$ cat src/rtl/dda_uart_host.sv
// Initiator end of the DDA UART link: sends the 10-byte config frame, collects the 5-byte state reply.
// Optional reply-gap timeout is enabled with `define DDA_UART_HOST_TIMEOUT_EN.
module dda_uart_host #(
    parameter int unsigned N           = 16,
    parameter int unsigned CFG_BYTES   = 10,
    parameter int unsigned RESP_BYTES  = 5,
    parameter int unsigned TIMEOUT_CYC = 5000000
) (
    input  logic         clk,
    input  logic         rst_n,
    input  logic         start,
    input  logic [N-1:0] ic1,
    input  logic [N-1:0] ic2,
    input  logic [N-1:0] vK_M,
    input  logic [N-1:0] vD_M,
    input  logic [N-1:0] dt,
    output logic         busy,
    output logic [N-1:0] v1,
    output logic [N-1:0] v2,
    output logic         state_valid,
    output logic         err,
    output logic         uart_transmit,
    output logic [7:0]   uart_tx_byte,
    input  logic         uart_is_transmitting,
    input  logic         uart_received,
    input  logic [7:0]   uart_rx_byte,
    input  logic         uart_recv_error
);

    localparam int unsigned FRAME_W = CFG_BYTES * 8;
    localparam int unsigned TX_W    = $clog2(CFG_BYTES);
    localparam int unsigned RX_W    = $clog2(RESP_BYTES);
    localparam int unsigned ST_W    = 2 * N;
`ifdef DDA_UART_HOST_TIMEOUT_EN
    localparam int unsigned CNT_W   = $clog2(TIMEOUT_CYC);
`endif

    typedef enum logic [2:0] {
        S_IDLE,
        S_TX_REQ,
        S_TX_WAIT,
        S_RX,
        S_DONE
    } state_t;

    state_t            state;
    logic [FRAME_W-1:0] frame_q;
    logic [TX_W-1:0]   tx_idx;
    logic [RX_W-1:0]   rx_idx;
    logic [ST_W-1:0]   rx_shift;
    logic              seen_high;
`ifdef DDA_UART_HOST_TIMEOUT_EN
    logic [CNT_W-1:0]  to_cnt;
`endif

    // Frame is shifted out MSB-first, so the next byte to send is always the top byte.
    always_ff @(posedge clk or negedge rst_n) begin
        if (!rst_n) begin
            state         <= S_IDLE;
            frame_q       <= '0;
            tx_idx        <= '0;
            rx_idx        <= '0;
            rx_shift      <= '0;
            seen_high     <= 1'b0;
            busy          <= 1'b0;
            v1            <= '0;
            v2            <= '0;
            state_valid   <= 1'b0;
            err           <= 1'b0;
            uart_transmit <= 1'b0;
            uart_tx_byte  <= '0;
`ifdef DDA_UART_HOST_TIMEOUT_EN
            to_cnt        <= '0;
`endif
        end else begin
            uart_transmit <= 1'b0;
            state_valid   <= 1'b0;
            case (state)
                S_IDLE: begin
                    if (start) begin
                        frame_q <= FRAME_W'({ic1, ic2, vK_M, vD_M, dt});
                        err     <= 1'b0;
                        tx_idx  <= '0;
                        rx_idx  <= '0;
                        busy    <= 1'b1;
                        state   <= S_TX_REQ;
                    end
                end
                S_TX_REQ: begin
                    if (!uart_is_transmitting) begin
                        uart_tx_byte  <= frame_q[FRAME_W-1 -: 8];
                        uart_transmit <= 1'b1;
                        seen_high     <= 1'b0;
                        state         <= S_TX_WAIT;
                    end
                end
                S_TX_WAIT: begin
                    // A byte is complete only after the uart has been seen busy and then idle.
                    if (uart_is_transmitting) begin
                        seen_high <= 1'b1;
                    end else if (seen_high) begin
                        seen_high <= 1'b0;
                        frame_q   <= frame_q << 8;
                        if (tx_idx == TX_W'(CFG_BYTES - 1)) begin
                            rx_idx <= '0;
`ifdef DDA_UART_HOST_TIMEOUT_EN
                            to_cnt <= '0;
`endif
                            state  <= S_RX;
                        end else begin
                            tx_idx <= tx_idx + 1'b1;
                            state  <= S_TX_REQ;
                        end
                    end
                end
                S_RX: begin
                    if (uart_recv_error) begin
                        err   <= 1'b1;
                        busy  <= 1'b0;
                        state <= S_IDLE;
                    end else if (uart_received) begin
`ifdef DDA_UART_HOST_TIMEOUT_EN
                        to_cnt <= '0;
`endif
                        if (rx_idx == RX_W'(RESP_BYTES - 1)) begin
                            // Trailing pad byte: publish the state on the same edge DONE is entered.
                            v1          <= rx_shift[ST_W-1 -: N];
                            v2          <= rx_shift[N-1:0];
                            state_valid <= 1'b1;
                            busy        <= 1'b0;
                            state       <= S_DONE;
                        end else begin
                            rx_shift <= {rx_shift[ST_W-9:0], uart_rx_byte};
                            rx_idx   <= rx_idx + 1'b1;
                        end
                    end
`ifdef DDA_UART_HOST_TIMEOUT_EN
                    else if (to_cnt == CNT_W'(TIMEOUT_CYC - 1)) begin
                        err   <= 1'b1;
                        busy  <= 1'b0;
                        state <= S_IDLE;
                    end else begin
                        to_cnt <= to_cnt + 1'b1;
                    end
`endif
                end
                S_DONE: begin
                    state <= S_IDLE;
                end
                default: begin
                    state <= S_IDLE;
                end
            endcase
        end
    end

endmodule

$ cat config.mk
export PLATFORM = sky130hd
export DESIGN_NAME = dda_uart_host
export DESIGN_NICKNAME = d
export VERILOG_FILES = /design/src/rtl/dda_uart_host.sv
export SDC_FILE = /design/constraint.sdc
export NUM_CORES = 1
export LEC_CHECK = 0
export CAP_MARGIN = 5
export CORE_ASPECT_RATIO = 0.7
export CORE_UTILIZATION = 46
export DETAILED_ROUTE_END_ITERATION = 8
export PLACE_DENSITY = 0.75
export SYNTH_ARGS = -nofsm -noshare
export SYNTH_HDL_FRONTEND = slang
export SYNTH_SLANG_ARGS = --single-unit
$ cat constraint.sdc
create_clock -name clk -period 5.07 [get_ports clk]
set_input_delay 0.7605 -clock clk [delete_from_list [all_inputs] [get_ports clk]]
set_output_delay 0.7605 -clock clk [all_outputs]
set_load 0.01 [all_outputs]
==> metrics.txt, run 1 <==
status complete, no violations; Slew Limit Fails 0; GRT overflow 0; routed vias/inst roughly 5.2; Main synth FF type dfrtp_1; RSZ-0062 raised after global routing false; die width 153 um; IO Count 138; max_cap viols 0; Psw about 1.6 mW; syn_area_per_cell 12.8 um2; post-synthesis sequential area ratio 57.2%; CTS Buf Count 17; Async SR Flop Fraction 100%; Least-Margin Pin Slew 1.07 ns; vias in the first global route just under 5000; first-pass GRT wire length 24.6 mm; DRT Pass-1 Iters 6; pwr/cell area 540 nW/um2; final hold viol count 0; die height roughly 110 um; # diodes 0; vias after detailed routing 4697; post-route ant nets 0; most area-hungry cell type in the Yosys netlist dfrtp_1; total global-route track usage 19.3%; top-area cell type share of the netlist area 57.2%; clock latency on the worst-skew pair 0.42 ns; crit path launch type input pin; CTS tree done; CTS sink cnt 167; Synth-to-Final Area Change 26.9%; part of the cycle the worst path needs 52.8%; Worst Skew 0.00843 ns; cell with the most instances after synthesis dfrtp_1; Die ar. 16400 um2; GP Congestion 0.779; Area contributors post-synth dfrtp_1 57%, mux2i_1 10%, mux2_2 7.1%; # port buffers 137; worst r2r src state[1]$_DFFE_PN0P_; Comb power frac 30.2%; syn_nets 667; post-route core utilization 59.8%; r2r endpoint frame_q[74]$_DFFE_PN0P_; endpoint type of the worst setup path flip-flop; setup ws final 2.39 ns; DP HPWL about 10 mm; initial antenna violation count 0; R2R Setup Slk between 2 and 2.5 ns; worst slack, placed 1.99 ns; internal power 3.39 mW; Net count, final 792; CTS Hold Buffers Added 0; Pleak 4.16 nW; maximum vdd drop 0.442 mV; Initial Util a little under half; DR WL/cell roughly 16 um; worst min path class in2async; Critical Path RT 5.36 ns; largest net degree at the start of global routing between 100 and 150; WS Path Type in2reg; post-cts resize count 0; Routed WL 14.8 mm; Pwr Total 5.01 mW; number of remaining DRC errors 0; Sw Ratio 32.3%; core footprint 15500 um2; Peak Freq 0.373 GHz; # rows 38; Post-synth top cells 167 x dfrtp_1, 77 x nand2_1, 74 x mux2i_1; post-synth cell types 35; # setup viols final 0; Worst Path Arrival 2.97 ns; worst rel slew slack 28.4%; Reg power frac 43.3%; number of synthesized flops with an enable pin 0; fraction of layout instances using a drive strength above 1 17.0%; setup_tns 0 ns; H-tree lvl count 4; number of DRC markers in iteration 0 230; crit-path max FO 130; Clock transition at path regs 0.07 ns; cell count after synthesis 569; Filler Cell Count 1265; Period minus WS final 2.68 ns; mapped cell area 7310 um2; Max clock buf depth 2; Synth Warn # 0; clock network power share around a quarter; R2R cell count 4; post-synthesis register bit count approximately 170; Root Driver clkbuf_16; Post-CTS Setup Inserts 0
worst max-delay path: stages:
cell and delay, ns:
clkdlybuf4s50_1 0.59, nand3b_1 0.19, a21o_4 0.81, buf_4 0.38, o21ai_0 0.14
state kept, by name (all words and copies together) (netlist names), 3 cells and up:
| name | cells |
|---|---|
| frame_q | 80 |
| tx_idx | 4 |
| state | 3 |
| uart_tx_byte | 8 |
| v1 | 16 |
| rx_idx | 3 |
| v2 | 16 |
| rx_shift | 32 |
per-layer routing:
metal  wire length, um  GRT usage [%]
met4               131           6.57
met3               567           4.75
met2              7140           30.5
met1              6920           26.0
met5                 0              0
cell type report:
class	count	area [um2]	area share [%]
well taps	200	250	2.70
repair buffers	142	1410	15.2
multi-input cells	362	2810	30.3
clock buffers	18	439	4.74
inverters	4	15.0	0.162
flip-flops and latches	167	4180	45.1
clock inverters	14	173	1.86
power groups by stage:
stage	clock network, mW	registers (mW)	logic [mW]
2_1_floorplan	0	2.08	1.23
3_3_place_gp	0	2.16	1.46
3_5_place_dp	0	2.19	1.53
4_1_cts	1.36	2.17	1.53
5_1_grt	1.42	2.24	1.70
6_report	1.33	2.17	1.52
cells in the final DEF (no fill, tap or decap), types with 2 or more instances in the layout:
master,n
bufinv_16,3
clkdlybuf4s50_1,136
o21ai_1,11
o21ai_0,67
mux2i_1,74
dfrtp_1,167
nand3b_1,2
and3_4,2
mux2_4,29
buf_4,5
inv_1,4
nand4_1,2
nand2b_1,2
a31oi_1,2
clkinv_2,3
ha_1,4
nand2_1,77
clkinvlp_4,2
inv_6,3
nor2b_1,3
clkbuf_16,17
mux2_2,46
a22o_1,11
nand3_1,2
clkinv_4,3
nor2_1,8
a21oi_1,8
through the flow:
step / cells / hold WS [ns] / cell area [um2]
2_1_floorplan: 569 / 0.444 / 7310
3_3_place_gp: 875 / 0.463 / 8660
3_5_place_dp: 875 / 0.470 / 8660
4_1_cts: 907 / 0.406 / 9270
5_1_grt: 907 / 0.435 / 9270
6_report: 907 / 0.358 / 9270
worst max path at each step:
stage,startpoint,end,slack (ns),depth (start not counted)
after CTS,state[1]$_DFFE_PN0P_,frame_q[68]$_DFFE_PN0P_,2.44,4
after floorplan,uart_received,v1[0]$_DFFE_PN0P_,3.08,6
final,uart_is_transmitting,frame_q[58]$_DFFE_PN0P_,2.39,5
after global routing,uart_is_transmitting,frame_q[58]$_DFFE_PN0P_,2.18,6
after detailed placement,uart_is_transmitting,frame_q[58]$_DFFE_PN0P_,1.99,5
after global placement,uart_is_transmitting,frame_q[52]$_DFFE_PN0P_,2.11,5
cells by family (layout without fill, tap and decap cells):
| kind of cell | after synthesis | count (layout) | share of synthesized area [%] |
|---|---|---|---|
| DFF | 167 | 167 | 57.2 |
| muxes | 149 | 149 | 23.2 |
| AOI/OAI and AO/OA | 104 | 104 | 7.95 |
| and+or+nand+nor | 104 | 104 | 6.32 |
| buffers and inverters | 40 | 178 | 4.55 |
| adders and majority gates | 4 | 4 | 0.685 |
| xor gates and xnor gates | 1 | 1 | 0.120 |
(Power assumes the default switching activity.)
==> run 2, diff against run 1 <==
Clock period 5.07 ns to 2.6 ns, I/O delays scaled along.
==> run 2 against run 1 <==
Compared with the run above: the run now ends with DRC left; clock skew up 0.0017 ns; core utilization up 0.97 points; register-to-register slack worse by 1.8 ns; global-route usage up 0.22 points; routed wire length up 0.77%; critical path depth unchanged; count of clock-buffer cells in the layout unchanged; combinational power up 100%.
==> metrics.txt, run 2 (synthesis results as in run 1) <==
status finished with violations; violated checks DRC; crit-path max FO 16 (-88%); Synth-to-Final Area Change 28.9%; Worst Path Arrival 2.26 ns (-0.71 ns); max_cap viols 0 (unchanged); Pleak 4.23 nW (+1.8%); Peak Freq 0.511 GHz; routed vias/inst 5.12 (-1.1%); initial antenna violation count 0 (unchanged); WS Path Type reg2reg; Clock transition at path regs 0.07 ns (about the same); number of remaining DRC errors 6 (+6); Comb power frac 31.5% (+1.3 points); GRT overflow 0 (unchanged); Root Driver clkbuf_16; part of the cycle the worst path needs 75.3%; Net count, final 804 (+1.5%); first-pass GRT wire length 24.9 mm (+1.3%); die height 107 um (unchanged); Worst Skew 0.0102 ns (+0.00172 ns); # port buffers 137 (unchanged); clock latency on the worst-skew pair 0.43 ns (about the same); commonest non-fill, non-tap cells in the layout 167 x dfrtp_1, 136 x clkdlybuf4s50_1, 77 x nand2_1; final hold viol count 0 (unchanged); Psw 3.23 mW (+100%); Sw Ratio 32.8% (+0.53 points); max reg flops 80 (unchanged); total global-route track usage 19.5% (+0.22 points); commonest non-fill, non-tap cell in the layout dfrtp_1; # setup viols final 0 (unchanged); worst min path class reg2reg; post-cts resize count 0 (unchanged); endpoint type of the worst setup path flip-flop; DP HPWL 10.5 mm (+3.6%); Initial Util 47.1% (unchanged); vias in the first global route 4938 (+0.96%); clock network power share 25.7% (-0.8 points); M3 GR Usage 4.15% (-0.60 points); setup_tns 0 ns (unchanged); CTS sink cnt 167 (unchanged); setup ws final 0.641 ns (-1.75 ns); largest net degree at the start of global routing 64 (-51%); met2 usage 32.4% (+2.0 points); CTS tree done; post-route ant nets 0 (unchanged); worst slack, placed 0.289 ns (-1.70 ns); crit path launch type flip-flop; Critical Path RT 2.90 ns (-2.46 ns); die width 153 um (unchanged); core footprint 15500 um2 (unchanged); met1 usage 25.4% (-0.64 points); Least-Margin Pin Slew 0.675 ns (-0.399 ns); H-tree lvl count 4 (unchanged); worst rel slew slack 54.8% (+26 points); Routed WL 14.9 mm (+0.77%); internal power 6.63 mW (+95%); # diodes 0 (unchanged); fraction of layout instances using a drive strength above 1 18.1% (+1.1 points); Min Hold Slack 0.479 ns (+0.121 ns); Slew Limit Fails 0 (unchanged); RSZ-0062 raised after global routing false; Most Crowded Layer GR met2; CTS Buf Count 17 (unchanged); maximum vdd drop 0.658 mV (+49%); register with the most flip-flops frame_q; Largest regs frame_q: 80 flops, rx_shift: 32 flops; Period minus WS final 1.96 ns; Filler Cell Count 1207 (-4.6%); vias after detailed routing 4708 (+0.23%); GP Congestion 0.825 (+5.9%); IO Count 138 (unchanged); Reg power frac 42.8% (-0.5 points); Max clock buf depth 2 (unchanged); DR WL/cell 16.2 um (-0.55%); pwr/cell area 1050 nW/um2 (+94%); # rows 38 (unchanged); DRT Pass-1 Iters 7 (+1); number of DRC markers in iteration 0 180 (-22%); Die ar. 16400 um2 (unchanged)
## run 2: changes by cell type in the layout (fill, tap and decap cells not counted), sizes merged
cell and change:
buf +11, inv +3, bufinv -1, clkinv -1
clkinvlp -1, dlygate4sd3 +1
## run 2: routing by layer
layer  wire length (um)  vias up
li1                   -     2268
met1               6820     2331
met2               7320       91
met3                486       18
met4                250        0
met5                  0        -
## run 2: critical path, cell delays in order, from the launching register on
cell and delay, ns:
dfrtp_1 0.54, nor2b_4 0.22, and3_4 0.21, and3_4 0.34, buf_12 0.21, mux2_4 0.31
## run 2: what timing repair did
| action | 4_1_cts | 5_1_grt |
|---|---|---|
| hold buffers | 1 | 0 |
| setup buffers | 0 | 0 |
| hold endpoints to repair | 47 | 0 |
## run 2: power groups by stage
stage / combinational, mW / sequential [mW] / clock [mW]
after floorplan: 2.40 / 4.06 / 0
after global placement: 3.02 / 4.19 / 0
after detailed placement: 3.14 / 4.27 / 0
after CTS: 3.16 / 4.23 / 2.59
after global routing: 3.47 / 4.35 / 2.71
final: 3.11 / 4.22 / 2.53
## run 2: area by class of cell
class	instances	area, um2	share of cell area [%]
clock buffers	18	429	4.56
clock inverters	14	165	1.75
inverters	4	15.0	0.159
multi-input cells	362	2810	29.8
flip-flops and latches	167	4180	44.4
well taps	200	250	2.66
repair buffers	154	1580	16.7
## run 2: through the flow
step / power (mW) / util (%) / std cells / instance area (um2)
after floorplan: 6.46 / - / 569 / 7310
after global routing: 10.5 / 60.8 / 919 / 9420
final: 9.86 / 60.8 / 919 / 9420
after CTS: 9.97 / 60.8 / 919 / 9420
after global placement: 7.21 / 56.9 / 886 / 8820
after detailed placement: 7.41 / 56.9 / 886 / 8820
## run 2: final timing paths
path	startpoint	end	slack, ns	cells past startpoint
setup reg to reg	state[0]$_DFFE_PN0P_	v2[9]$_DFFE_PN0P_	0.64	5
hold / removal	frame_q[73]$_DFFE_PN0P_	frame_q[73]$_DFFE_PN0P_	0.48	2
min in group asynchronous	rst_n	v1[4]$_DFFE_PN0P_	0.50	2
max in group asynchronous	rst_n	tx_idx[2]$_DFFE_PN0P_	1.35	3
hold reg to reg	frame_q[73]$_DFFE_PN0P_	frame_q[73]$_DFFE_PN0P_	0.48	2
setup / recovery	state[0]$_DFFE_PN0P_	v2[9]$_DFFE_PN0P_	0.64	5
==> run 3, diff against run 2 <==
Clock period 2.6 ns to 1.85 ns, I/O delays scaled along.
==> run 3 against run 2 <==
Compared with the run above: the run still ends with DRC left; clock skew down 0.0023 ns; setup slack lost 0.53 ns; largest cell class unchanged; sequential share of layout area down 0.74 points; critical path depth is 1 higher; critical endpoint is now frame_q[79]$_DFFE_PN0P_; final cell count grew 1.4%; clock power rose by 34%; combinational power grew 52%; flip-flop and latch count unchanged.
==> metrics.txt, run 3 (synthesis results as in run 1) <==
commonest non-fill, non-tap cell in the layout dfrtp_1; Crit path largest cell delay 0.44 ns (-0.10 ns); worst path bufs/invs 2 (+1); vias after detailed routing 4747 (+0.83%); Worst Skew 0.00790 ns (-0.00225 ns); Pleak 4.31 nW (+1.8%); endpoint type of the worst setup path flip-flop; # port buffers 137 (unchanged); GRT overflow 0 (unchanged); Root Driver clkbuf_16; DRT Pass-1 Iters 8 (+1); die width 153 um (unchanged); H-tree lvl count 4 (unchanged); Most Crowded Layer GR met2; Net count, final 817 (+1.6%); fin area 9580 um2 (+1.7%); met1 usage 25.8% (+0.46 points); number of DRC markers in iteration 0 207 (+15%); WS Path Type reg2reg; internal power 9.52 mW (+44%); Post-CTS Setup Inserts 0 (unchanged); Least-Margin Pin Slew 0.492 ns (-0.183 ns); Reg power frac 42.1% (-0.7 points); Slew Limit Fails 0 (unchanged); max_cap viols 0 (unchanged); Routed WL 15.0 mm (+1.1%); vias in the first global route 5029 (+1.8%); max reg flops 80 (unchanged); part of the cycle the worst path needs 93.9% (+19 points); CP max stage cell dfrtp_1; Crit path max-delay family flip-flops; Period minus WS final 1.74 ns (-0.222 ns); worst rel slew slack 67.2% (+12 points); total global-route track usage 19.7% (+0.24 points); pwr/cell area 1460 nW/um2 (+40%); DR WL/cell 16.1 um (-0.30%); crit-path cells buf_4, or2_2, a21o_4, buf_12, nand2_1, o21ai_0; Peak Freq 0.576 GHz (+13%); crit path launch type flip-flop; register with the most flip-flops frame_q; Comb power frac 33.6% (+2.1 points); violated checks DRC; CTS sink cnt 167 (unchanged); clock network power share 24.3% (-1.4 points); Die ar. 16400 um2 (unchanged); post-route core utilization 61.8% (+1.0 points); Max clock buf depth 2 (unchanged); final hold viol count 0 (unchanged); met2 usage 33.1% (+0.62 points); M3 GR Usage 4.11% (-0.040 points); # setup viols final 0 (unchanged); CTS Buf Count 17 (unchanged); Sw Ratio 32.1% (-0.72 points); post-route ant nets 0 (unchanged); clock latency on the worst-skew pair 0.42 ns (about the same); # rows 38 (unchanged); core footprint 15500 um2 (unchanged); fraction of layout instances using a drive strength above 1 19.3% (+1.2 points); number of remaining DRC errors 5 (-1); Psw 4.50 mW (+39%); largest net degree at the start of global routing 85 (+33%); first-pass GRT wire length 25.4 mm (+1.7%); GP Congestion 0.808 (-2.1%); die height 107 um (unchanged); Largest regs frame_q: 80 flops, rx_shift: 32 flops; commonest non-fill, non-tap cells in the layout 167 x dfrtp_1, 136 x clkdlybuf4s50_1, 77 x nand2_1; crit-path max FO 84 (+68); Critical Path RT 2.13 ns (-0.77 ns); IO Count 138 (unchanged); initial antenna violation count 0 (unchanged); placement-stage cell area 9000 um2 (+2.1%); Worst Path Arrival 2.02 ns (-0.24 ns); Clock transition at path regs 0.06 ns (about the same); status finished with violations; maximum vdd drop 0.618 mV (-6.1%); DP HPWL 10.6 mm (+1.3%); # diodes 0 (unchanged); Initial Util 47.1% (unchanged); CTS tree done; routed vias/inst 5.09 (-0.58%); worst min path class in2async; Synth-to-Final Area Change 31.1%; RSZ-0062 raised after global routing false
## run 3: changes by cell type in the layout (fill, tap and decap cells not counted), sizes merged
cell,delta
clkbuf,+3
buf,+13
clkinvlp,+1
inv,-4
## run 3: layout make-up
| class | instances | area (um2) |
|---|---|---|
| Inverter | 4 | 15.0 |
| Clock inverter | 11 | 125 |
| Fill cell | 1201 | 5920 |
| Sequential cell | 167 | 4180 |
| Multi-Input combinational cell | 362 | 2810 |
| Tap cell | 200 | 250 |
| Clock buffer | 21 | 440 |
| Timing Repair Buffer | 167 | 1760 |
## run 3: what timing repair did
action                                  CTS  global route
hold buffers                              1             0
endpoints found under the setup margin    0             8
endpoints found under the hold margin    48             0
resized for setup                         0             1
## run 3: routing by layer
| metal | vias up | part of all wire, % |
|---|---|---|
| li1 | 2297 | - |
| met1 | 2350 | 47 |
| met2 | 87 | 49 |
| met3 | 13 | 3.2 |
| met4 | 0 | 1.0 |
| met5 | - | 0 |
## run 3: worst reg2reg max path: stages, from the launching register on
cell     delay [ns]
dfrtp_1        0.44
buf_4          0.19
or2_2          0.32
a21o_4         0.24
buf_12         0.20
nand2_1        0.13
o21ai_0        0.08
## run 3: through the flow
stage | hold slack (ns) | cells | setup TNS, ns | setup WS (ns) | power (mW)
final | 0.403 | 932 | 0 | 0.114 | 14.0
after global routing | 0.429 | 932 | 0 | 0.0139 | 15.0
after CTS | 0.379 | 932 | 0 | 0.0578 | 14.2
after detailed placement | 0.264 | 899 | -9.70 | -0.220 | 10.7
after global placement | 0.255 | 899 | -8.07 | -0.189 | 10.4
after floorplan | -0.0181 | 569 | 0 | 0.132 | 9.08
## run 3: power groups by stage
stage          clock network [mW]  registers (mW)  logic, mW
3_3_place_gp                    0            5.88       4.55
3_5_place_dp                    0            5.97       4.75
4_1_cts                      3.49            5.91       4.76
5_1_grt                      3.64            6.10       5.21
2_1_floorplan                   0            5.71       3.37
6_report                     3.40            5.90       4.72
## run 3: worst paths after layout
check	from	end	slack, ns	cells after the start
worst max-delay path	state[0]$_DFFE_PN0P_	frame_q[79]$_DFFE_PN0P_	0.11	6
max in group asynchronous	rst_n	v1[0]$_DFFE_PN0P_	0.82	3
worst max register to register	state[0]$_DFFE_PN0P_	frame_q[79]$_DFFE_PN0P_	0.11	6
min in group clk	dt[3]	frame_q[3]$_DFFE_PN0P_	0.46	2
worst min register to register	frame_q[52]$_DFFE_PN0P_	frame_q[52]$_DFFE_PN0P_	0.48	2
worst min-delay path	rst_n	v2[6]$_DFFE_PN0P_	0.40	2
